--- config.mk ---
export PLATFORM = sky130hd
export DESIGN_NAME = regfile_sb_flat
export DESIGN_NICKNAME = d
export VERILOG_FILES = /design/src/rtl/regfile_sb_if.sv /design/src/rtl/regfile_sb.sv /design/src/flat_wrapper.sv
export SDC_FILE = /design/constraint.sdc
export NUM_CORES = 2
export LEC_CHECK = 0
export CAP_MARGIN = 20
export CORE_MARGIN = 2
export CORE_UTILIZATION = 35
export CTS_CLUSTER_DIAMETER = 60
export DETAILED_ROUTE_END_ITERATION = 16
export PLACE_DENSITY = 0.47
export SETUP_SLACK_MARGIN = 0.02
export SLEW_MARGIN = 20
export SYNTH_ARGS = -nofsm -noshare
export SYNTH_HDL_FRONTEND = slang
export SYNTH_SLANG_ARGS = --single-unit
--- constraint.sdc ---
create_clock -name clk -period 43.5 [get_ports clk]
set_input_delay 8.7 -clock clk [delete_from_list [all_inputs] [get_ports clk]]
set_output_delay 8.7 -clock clk [all_outputs]
set_load 0.01 [all_outputs]
--- src/rtl/regfile_sb_if.sv ---
// regfile_sb_if: read/write/claim/debug bundle for the scoreboarded regfile.
// slave is the register file, master is the pipeline driving it.
interface regfile_sb_if #(
  parameter int DATA_W = 32,
  parameter int ADDR_W = 5,
  parameter int DBG_W  = 16
);
  logic [ADDR_W-1:0] rd_addr_a;
  logic [ADDR_W-1:0] rd_addr_b;
  logic [DATA_W-1:0] rd_data_a;
  logic [DATA_W-1:0] rd_data_b;
  logic              rd_busy_a;
  logic              rd_busy_b;

  logic              wr_en_0;
  logic [ADDR_W-1:0] wr_addr_0;
  logic [DATA_W-1:0] wr_data_0;
  logic              wr_en_1;
  logic [ADDR_W-1:0] wr_addr_1;
  logic [DATA_W-1:0] wr_data_1;

  logic              link_en;
  logic [DATA_W-1:0] link_data;

  logic              claim_en;
  logic [ADDR_W-1:0] claim_addr;
  logic              claim_ok;
  logic [ADDR_W:0]   pend_cnt;

  logic [ADDR_W-1:0] dbg_addr;
  logic [DBG_W-1:0]  dbg_data;

  modport master (
    output rd_addr_a, rd_addr_b,
    input  rd_data_a, rd_data_b,
    input  rd_busy_a, rd_busy_b,
    output wr_en_0, wr_addr_0, wr_data_0,
    output wr_en_1, wr_addr_1, wr_data_1,
    output link_en, link_data,
    output claim_en, claim_addr,
    input  claim_ok, pend_cnt,
    output dbg_addr,
    input  dbg_data
  );

  modport slave (
    input  rd_addr_a, rd_addr_b,
    output rd_data_a, rd_data_b,
    output rd_busy_a, rd_busy_b,
    input  wr_en_0, wr_addr_0, wr_data_0,
    input  wr_en_1, wr_addr_1, wr_data_1,
    input  link_en, link_data,
    input  claim_en, claim_addr,
    output claim_ok, pend_cnt,
    input  dbg_addr,
    output dbg_data
  );
endinterface

--- src/rtl/regfile_sb.sv ---
// regfile_sb: 2R/2W register file + link write + pending-result scoreboard.
// Optional same-cycle read forwarding when REGFILE_BYPASS_EN is defined.
module regfile_sb #(
  parameter int DATA_W   = 32,
  parameter int ADDR_W   = 5,
  parameter int DBG_W    = 16,
  parameter int LINK_REG = 31,
  parameter int ZERO_R0  = 1
) (
  input logic        clk,
  input logic        rst,
  regfile_sb_if.slave bus
);

  localparam int DEPTH = 1 << ADDR_W;
  localparam logic [ADDR_W-1:0] LINK_A = ADDR_W'(LINK_REG);
  localparam logic [ADDR_W:0] ONE = (ADDR_W+1)'(1);

  logic [DATA_W-1:0] regs [DEPTH];
  logic [DEPTH-1:0]  pending;
  logic [DEPTH-1:0]  pending_nxt;
  logic [ADDR_W:0]   cnt;

  logic we_l;
  logic we_0;
  logic we_1;
  logic clr_eff;
  logic claim_ok;

  function automatic logic is_r0(input logic [ADDR_W-1:0] a);
    return (ZERO_R0 != 0) && (a == '0);
  endfunction

  assign we_l = bus.link_en & ~is_r0(LINK_A);
  assign we_0 = bus.wr_en_0 & ~is_r0(bus.wr_addr_0);
  assign we_1 = bus.wr_en_1 & ~is_r0(bus.wr_addr_1);

  assign claim_ok = bus.claim_en
                  & ~pending[bus.claim_addr]
                  & ~is_r0(bus.claim_addr);

  // port 1 retires the pending result even if its data lost priority
  assign clr_eff = bus.wr_en_1 & pending[bus.wr_addr_1];

  // later assignments win: link > port 0 > port 1
  always_ff @(posedge clk or posedge rst) begin
    if (rst) begin
      for (int i = 0; i < DEPTH; i++)
        regs[i] <= '0;
    end else begin
      if (we_1)
        regs[bus.wr_addr_1] <= bus.wr_data_1;
      if (we_0)
        regs[bus.wr_addr_0] <= bus.wr_data_0;
      if (we_l)
        regs[LINK_A] <= bus.link_data;
    end
  end

  always_comb begin
    pending_nxt = pending;
    if (bus.wr_en_1)
      pending_nxt[bus.wr_addr_1] = 1'b0;
    if (claim_ok)
      pending_nxt[bus.claim_addr] = 1'b1;
  end

  always_ff @(posedge clk or posedge rst) begin
    if (rst) begin
      pending <= '0;
      cnt     <= '0;
    end else begin
      pending <= pending_nxt;
      unique case ({claim_ok, clr_eff})
        2'b10:   cnt <= cnt + ONE;
        2'b01:   cnt <= cnt - ONE;
        default: cnt <= cnt;
      endcase
    end
  end

  logic [ADDR_W-1:0] ra [2];
  logic [DATA_W-1:0] rdata [2];
  logic              rbusy [2];

  assign ra[0] = bus.rd_addr_a;
  assign ra[1] = bus.rd_addr_b;

  always_comb begin
    for (int p = 0; p < 2; p++) begin
      rdata[p] = regs[ra[p]];
      rbusy[p] = pending[ra[p]];
`ifdef REGFILE_BYPASS_EN
      if (!rst) begin
        if (we_1 && bus.wr_addr_1 == ra[p])
          rdata[p] = bus.wr_data_1;
        if (we_0 && bus.wr_addr_0 == ra[p])
          rdata[p] = bus.wr_data_0;
        if (we_l && LINK_A == ra[p])
          rdata[p] = bus.link_data;
        if (bus.wr_en_1 && bus.wr_addr_1 == ra[p])
          rbusy[p] = 1'b0;
      end
`endif
      if (is_r0(ra[p])) begin
        rdata[p] = '0;
        rbusy[p] = 1'b0;
      end
    end
  end

  logic [DATA_W-1:0] dbg_word;
  assign dbg_word = regs[bus.dbg_addr];

  assign bus.rd_data_a = rdata[0];
  assign bus.rd_data_b = rdata[1];
  assign bus.rd_busy_a = rbusy[0];
  assign bus.rd_busy_b = rbusy[1];
  assign bus.claim_ok  = claim_ok;
  assign bus.pend_cnt  = cnt;
  assign bus.dbg_data  = dbg_word[DBG_W-1:0];

endmodule

--- src/flat_wrapper.sv ---
// flat-port wrapper written by rule: the top's interface ports become plain ports
module regfile_sb_flat 
#(
  parameter int DATA_W   = 32,
  parameter int ADDR_W   = 5,
  parameter int DBG_W    = 16,
  parameter int LINK_REG = 31,
  parameter int ZERO_R0  = 1
)
  (clk, rst, bus_rd_addr_a, bus_rd_addr_b, bus_rd_data_a, bus_rd_data_b, bus_rd_busy_a, bus_rd_busy_b, bus_wr_en_0, bus_wr_addr_0, bus_wr_data_0, bus_wr_en_1, bus_wr_addr_1, bus_wr_data_1, bus_link_en, bus_link_data, bus_claim_en, bus_claim_addr, bus_claim_ok, bus_pend_cnt, bus_dbg_addr, bus_dbg_data);
  regfile_sb_if #(.DATA_W(DATA_W), .ADDR_W(ADDR_W), .DBG_W(DBG_W)) bus_i ();
  input logic clk;
  input logic rst;
  input wire logic [$bits(bus_i.rd_addr_a)-1:0] bus_rd_addr_a;
  input wire logic [$bits(bus_i.rd_addr_b)-1:0] bus_rd_addr_b;
  output wire logic [$bits(bus_i.rd_data_a)-1:0] bus_rd_data_a;
  output wire logic [$bits(bus_i.rd_data_b)-1:0] bus_rd_data_b;
  output wire logic [$bits(bus_i.rd_busy_a)-1:0] bus_rd_busy_a;
  output wire logic [$bits(bus_i.rd_busy_b)-1:0] bus_rd_busy_b;
  input wire logic [$bits(bus_i.wr_en_0)-1:0] bus_wr_en_0;
  input wire logic [$bits(bus_i.wr_addr_0)-1:0] bus_wr_addr_0;
  input wire logic [$bits(bus_i.wr_data_0)-1:0] bus_wr_data_0;
  input wire logic [$bits(bus_i.wr_en_1)-1:0] bus_wr_en_1;
  input wire logic [$bits(bus_i.wr_addr_1)-1:0] bus_wr_addr_1;
  input wire logic [$bits(bus_i.wr_data_1)-1:0] bus_wr_data_1;
  input wire logic [$bits(bus_i.link_en)-1:0] bus_link_en;
  input wire logic [$bits(bus_i.link_data)-1:0] bus_link_data;
  input wire logic [$bits(bus_i.claim_en)-1:0] bus_claim_en;
  input wire logic [$bits(bus_i.claim_addr)-1:0] bus_claim_addr;
  output wire logic [$bits(bus_i.claim_ok)-1:0] bus_claim_ok;
  output wire logic [$bits(bus_i.pend_cnt)-1:0] bus_pend_cnt;
  input wire logic [$bits(bus_i.dbg_addr)-1:0] bus_dbg_addr;
  output wire logic [$bits(bus_i.dbg_data)-1:0] bus_dbg_data;
  assign bus_i.rd_addr_a = bus_rd_addr_a;
  assign bus_i.rd_addr_b = bus_rd_addr_b;
  assign bus_rd_data_a = bus_i.rd_data_a;
  assign bus_rd_data_b = bus_i.rd_data_b;
  assign bus_rd_busy_a = bus_i.rd_busy_a;
  assign bus_rd_busy_b = bus_i.rd_busy_b;
  assign bus_i.wr_en_0 = bus_wr_en_0;
  assign bus_i.wr_addr_0 = bus_wr_addr_0;
  assign bus_i.wr_data_0 = bus_wr_data_0;
  assign bus_i.wr_en_1 = bus_wr_en_1;
  assign bus_i.wr_addr_1 = bus_wr_addr_1;
  assign bus_i.wr_data_1 = bus_wr_data_1;
  assign bus_i.link_en = bus_link_en;
  assign bus_i.link_data = bus_link_data;
  assign bus_i.claim_en = bus_claim_en;
  assign bus_i.claim_addr = bus_claim_addr;
  assign bus_claim_ok = bus_i.claim_ok;
  assign bus_pend_cnt = bus_i.pend_cnt;
  assign bus_i.dbg_addr = bus_dbg_addr;
  assign bus_dbg_data = bus_i.dbg_data;
  regfile_sb #(.DATA_W(DATA_W), .ADDR_W(ADDR_W), .DBG_W(DBG_W), .LINK_REG(LINK_REG), .ZERO_R0(ZERO_R0)) u_core (.clk(clk), .rst(rst), .bus(bus_i));
endmodule
# == After elaboration in Yosys (flattened, before gate mapping) ==
# Index checks and enable logic that the tools add are counted.
# totals
register_bits,1062
input_bits,132
out_inout_bits,89
word_cells,115
# classes
add_sub_neg,2
magnitude_cmp,13
n_eq_ne,2
muxes,37
n_bitwise,17
n_reduce_logical,10
# ops
cell,count
1024-bit bitwise mux,2
1024-bit 2-to-1 mux,2
32-bit binary-select mux with 5-bit select,3
32-bit 2-to-1 mux,11
32-bit demux with 5-bit select,2
32-bit AND,1
16-bit 2-to-1 mux,2
32-bit NOT,1
32-bit bitwise OR,1
6-bit greater-or-equal comparator (second input constant),5
5-bit NOT with 6-bit output,5
5-bit logical NOT,5
5-bit by 6-bit less-than comparator with 1-bit output (second input constant),4
1-bit binary-select mux with 5-bit select,4
6-bit by 1-bit less-than comparator with 1-bit output (second input constant),2
6-bit case mux with 2 select lines,1
1-bit demux with 5-bit select,2
5-bit by 1-bit greater-or-equal comparator with 1-bit output (second input constant),2
1-bit 2-to-1 mux,8
6-bit by 1-bit adder with 6-bit output (second input constant),1
6-bit by 1-bit subtractor with 6-bit output (second input constant),1
1-bit AND,5
1-bit logical AND,4
1-bit NOT,4
3 further kinds,3

# == Depth between registers and ports, before layout ==
# logic_depth
ltp_word,10
ltp_mapped,15
ltp_nobuf,12

# == Least setup slack after synthesis ==
# OpenSTA, ideal clock, no wires.
# synth_timing
path_kind,input port to output port
start,input port bus_dbg_addr[0]
end,output port bus_dbg_data[0]
arrival_time_ns,10.499
t_required_ns,34.800
path_slack_ns,24.301
path_stages,5
path_buffers,2
path_cell_list,clkbuf_1 > buf_2 > mux4_2 > mux4_2 > mux2_2
# synth_via
elab_chain_len,4
# synth_rtl
element,line_no,text
"start, declared",flat_wrapper.sv:32,input wire logic [$bits(bus_i.dbg_addr)-1:0] bus_dbg_addr;
5-bit NOT with 6-bit output (implied by the code),regfile_sb.sv:113,assign dbg_word = regs[bus.dbg_addr];
32-bit binary-select mux with 5-bit select,regfile_sb.sv:113,
16-bit 2-to-1 mux (implied by the code) (2 in series),regfile_sb.sv:113,
"end, declared",flat_wrapper.sv:33,output wire logic [$bits(bus_i.dbg_data)-1:0] bus_dbg_data;
# Every way passes these cells. The select of a mux whose other input is x is not followed.

# == Worst setup path in the final report ==
# layout_timing
start,input port bus_rd_addr_b[1]
end,output port bus_rd_data_b[8]
# layout_via
elab_chain_len,5
elab_cells_between_ends,6
classes_between,4 x mux; 1 x bitwise; 1 x reduce/logical
# layout_rtl
element,line_no,text
"start, declared",flat_wrapper.sv:15,input wire logic [$bits(bus_i.rd_addr_b)-1:0] bus_rd_addr_b;
5-bit NOT with 6-bit output (implied by the code),regfile_sb.sv:91,rdata[p] = regs[ra[p]];
32-bit binary-select mux with 5-bit select,regfile_sb.sv:91,
32-bit 2-to-1 mux (implied by the code) (2 in series),regfile_sb.sv:91,
32-bit 2-to-1 mux (*),regfile_sb.sv:105,if (is_r0(ra[p])) begin
"end, declared",flat_wrapper.sv:17,output wire logic [$bits(bus_i.rd_data_b)-1:0] bus_rd_data_b;
# Mark *: on every way between the ends. The rest lies on a longest branch, timed or not. The select of a mux whose other input is x is not followed.

==> results.md <==
* CTS tree: done
* Distinct cells, synth at 67
* Mapped Nets at 6646
* Clk buf depth at 3
* H-tree Lvls at 4
* WL final at 354400 µm
* Skew final at roughly 0.013 ns
* Worst path cell trace: buf_8, buf_4, buf_4, mux4_2, mux4_2, a22oi_1, nand2_1, clkdlybuf4s50_1
* GRT overflow at 0
* Yosys top cell by area: dfrtp_1
* Type of the worst min-delay path: flop to flop
* CTS buffer count at 140
* Routed wire length per instance at just under 40 µm
* Tot GR Track Use at roughly 34%
* 1st-pass router iterations at 6
* R2R Setup Slk at ~40 ns
* Reg-to-Reg End: u_core.bus.pend_cnt[5]$_DFFE_PP0P_
* Clk sink count at roughly 1100
* Syn. warnings at 0
* Top cell type's share of synthesized area at a little under two fifths
* Largest delay share family, worst path: buffers and inverters
* Sequential area share after synthesis at a little under two fifths
* Hold_ws at around 0.38 ns
* Die area at 202500 µm²
* WP data required at roughly 35 ns
* R2r startpoint: u_core.pending[27]$_DFF_PP0_
* Worst-margin pin slew at approximately 1.3 ns
* Synth Flop Type: dfrtp_1
* Syn Area/Cell at around 11 µm²
* Post-CTS Resized at 0
* Pins Over Slew Limit at 0
* Nets at approximately 6400
* Buf+Inv Stages, Crit Path at 4
* Leak pwr at between 30 and 40 nW
* Worst hold path depth at 0
* Worst Hold End: u_core.regs[1010]$_DFF_PP0_
* CP max FO at 97
* CTS Root Buffer Type: clkbuf_16
* Final setup vio count at 0
* Slowest CP cell: buf_4
* Initial DRC Count at 8907
* DR vias/cell at between 6 and 7
* Area growth from synthesis to layout at 13.14%
* R2R cell count at 12
* Layout cell share with drive strength beyond 1 at a little over a fifth
* I/O Pins at 221
* Die H at roughly 450 µm
* Gpl congestion at 0.9115
* Cts hold-fix bufs at 0
* Count leader, synth: dfrtp_1
* Post-synth EDFFs at 0
* Via count at 60360
* Largest cells by area after synthesis: dfrtp_1, mux4_2, mux2i_1, o21ai_0, nand2_1
* Core box area at 197400 µm²
* Number of synthesized register bits at 1062
* Setup crit end kind: output port
* Initial Util at between 30% and 40%
* DRC Markers at 0
* Max_cap viols at 0
* Critical Path AT at 13.55 ns
* Rows at 163
* Worst-skew pair later-pin latency at just over 0.8 ns
* Remaining antenna violation count at 0
* HP Start: u_core.regs[1010]$_DFF_PP0_
* HPWL Detailed at about 210000 µm
* Endpoints failing hold at 0
* Initial antenna violation count at 28
* Clock slew seen by the registers of the worst setup and hold paths at approximately 0.05 ns
* Power per Cell Area at approximately 48 nW/µm²
* Cell area after synthesis at between 60000 and 70000 µm²
* Tcrit/Tclk final at between 50 and 60%
* First-pass GRT wire length at 487000 µm
* Fmax at 44.95 MHz
* RSZ-0062 raised after global routing: no
* Die W at 450.0 µm
* Number of I/O port buffers at 220
* Setup TNS at 0 ns
* Status: finished, final reports clean
* FFs w/ async S/R, synth at 100.0%
* Postcts setup bufs at 0
* Largest net degree at the start of global routing at 106
* Synth Instances at approximately 6500
* Worst path max stage delay at ~0.91 ns
* Min Tclk post-route at between 20 and 25 ns
* Worst setup SP type: input pin
* Relative slew slack at approximately 15%
* Vias in the first global route at between 50000 and 60000
* Peak supply drop at approximately 0.000048 V
* Worst Setup Path Type: input pin to output port
* Post-synth top cells: dfrtp_1, nand2_1, mux4_2, mux2i_1, clkbuf_1
-- cells in the final DEF (no fill, tap or decap), types with 52 or more instances in the layout --
cell type,count
dfrtp_1,1062
nand2_1,717
mux4_2,698
mux2i_1,655
o21ai_0,575
nor2_1,569
a21oi_1,477
a22oi_1,312
buf_4,217
clkdlybuf4s50_1,200
clkbuf_16,148
a32oi_1,95
mux2_2,93
a221oi_1,52
-- state kept, by name, indices dropped and copies added, names as in the netlist --
name                 cells
u_core.bus.pend_cnt      6
u_core.pending          32
u_core.regs           1024
-- report_power, final --
part           total, mW  leakage, nW  internal (mW)  switching, mW
sequential          1.49         13.1           1.24          0.257
combinational       1.06         18.6          0.567          0.493
clock               1.22         2.30          0.718          0.497
-- worst reg2reg max path, cell delays in order, from the launching register on --
cell	delay [ns]
dfrtp_1	0.42
mux4_2	0.47
nor2b_1	0.16
nor4_2	0.33
o21a_2	0.48
o21ai_0	0.21
ha_1	0.36
ha_1	0.33
a21o_1	0.10
a21oi_1	0.10
or4_1	0.48
nand3_1	0.14
xor2_1	0.15
-- routing by layer --
layer / global-route usage [%] / share of wire [%] / vias up / wire (µm)
li1: - / - / 24000 / -
met1: 43.81 / 38 / 31070 / 133800
met2: 51.33 / 44 / 4134 / 156600
met3: 8.205 / 10 / 1139 / 35830
met4: 23.43 / 7.9 / 16 / 28110
met5: 0 / 0.030 / - / 105
-- final cells by class --
| class | instances | area (µm²) |
|---|---|---|
| fillers | 19000 | 118700 |
| flip-flops and latches | 1062 | 26580 |
| clock inverters | 48 | 550.5 |
| repair buffers | 443 | 3993 |
| multi-input cells | 4623 | 40120 |
| inverters | 7 | 35.03 |
| diodes | 14 | 35.03 |
| well taps | 2640 | 3303 |
| clock buffers | 202 | 4156 |
-- logic make-up after synthesis --
| group | after synthesis | share of synthesized area (%) |
|---|---|---|
| AO/OA/AOI/OAI | 1672 | 14.53 |
| AND/OR/NAND/NOR | 1494 | 8.632 |
| multiplexers | 1446 | 33.50 |
| flip-flops | 1062 | 38.17 |
| buffers and inverters | 823 | 4.975 |
| adder cells (fa/ha/maj) | 6 | 0.1186 |
| XOR/XNOR | 5 | 0.06292 |
-- how the worst max path moves through the flow --
stage                     startpoint  slack (ns)                                 end  cells after the start
floorplan                        rst        4.91  u_core.bus.pend_cnt[0]$_DFFE_PP0P_                      1
global placement    bus_rd_addr_b[1]       21.35                    bus_rd_data_b[8]                      8
detailed placement  bus_rd_addr_b[1]       21.31                    bus_rd_data_b[8]                      8
CTS                 bus_rd_addr_b[1]       21.30                    bus_rd_data_b[8]                      8
global route        bus_rd_addr_b[0]       21.13                    bus_rd_data_b[5]                      9
finish              bus_rd_addr_b[1]       21.25                    bus_rd_data_b[8]                      8
-- through the flow --
step / setup slack (ns) / cells / cell area (µm²) / utilization, % / power [mW]
3_5_place_dp: 21.31 / 8772 / 73920 / 37.44 / 2.534
3_3_place_gp: 21.35 / 8770 / 73870 / 37.42 / 2.507
2_1_floorplan: 4.906 / 6508 / 69620 / - / 2.143
4_1_cts: 21.30 / 9022 / 78630 / 39.83 / 3.747
6_report: 21.25 / 9039 / 78760 / 39.90 / 3.768
5_1_grt: 21.13 / 9032 / 78750 / 39.89 / 3.903
(Power assumes the default switching activity.)
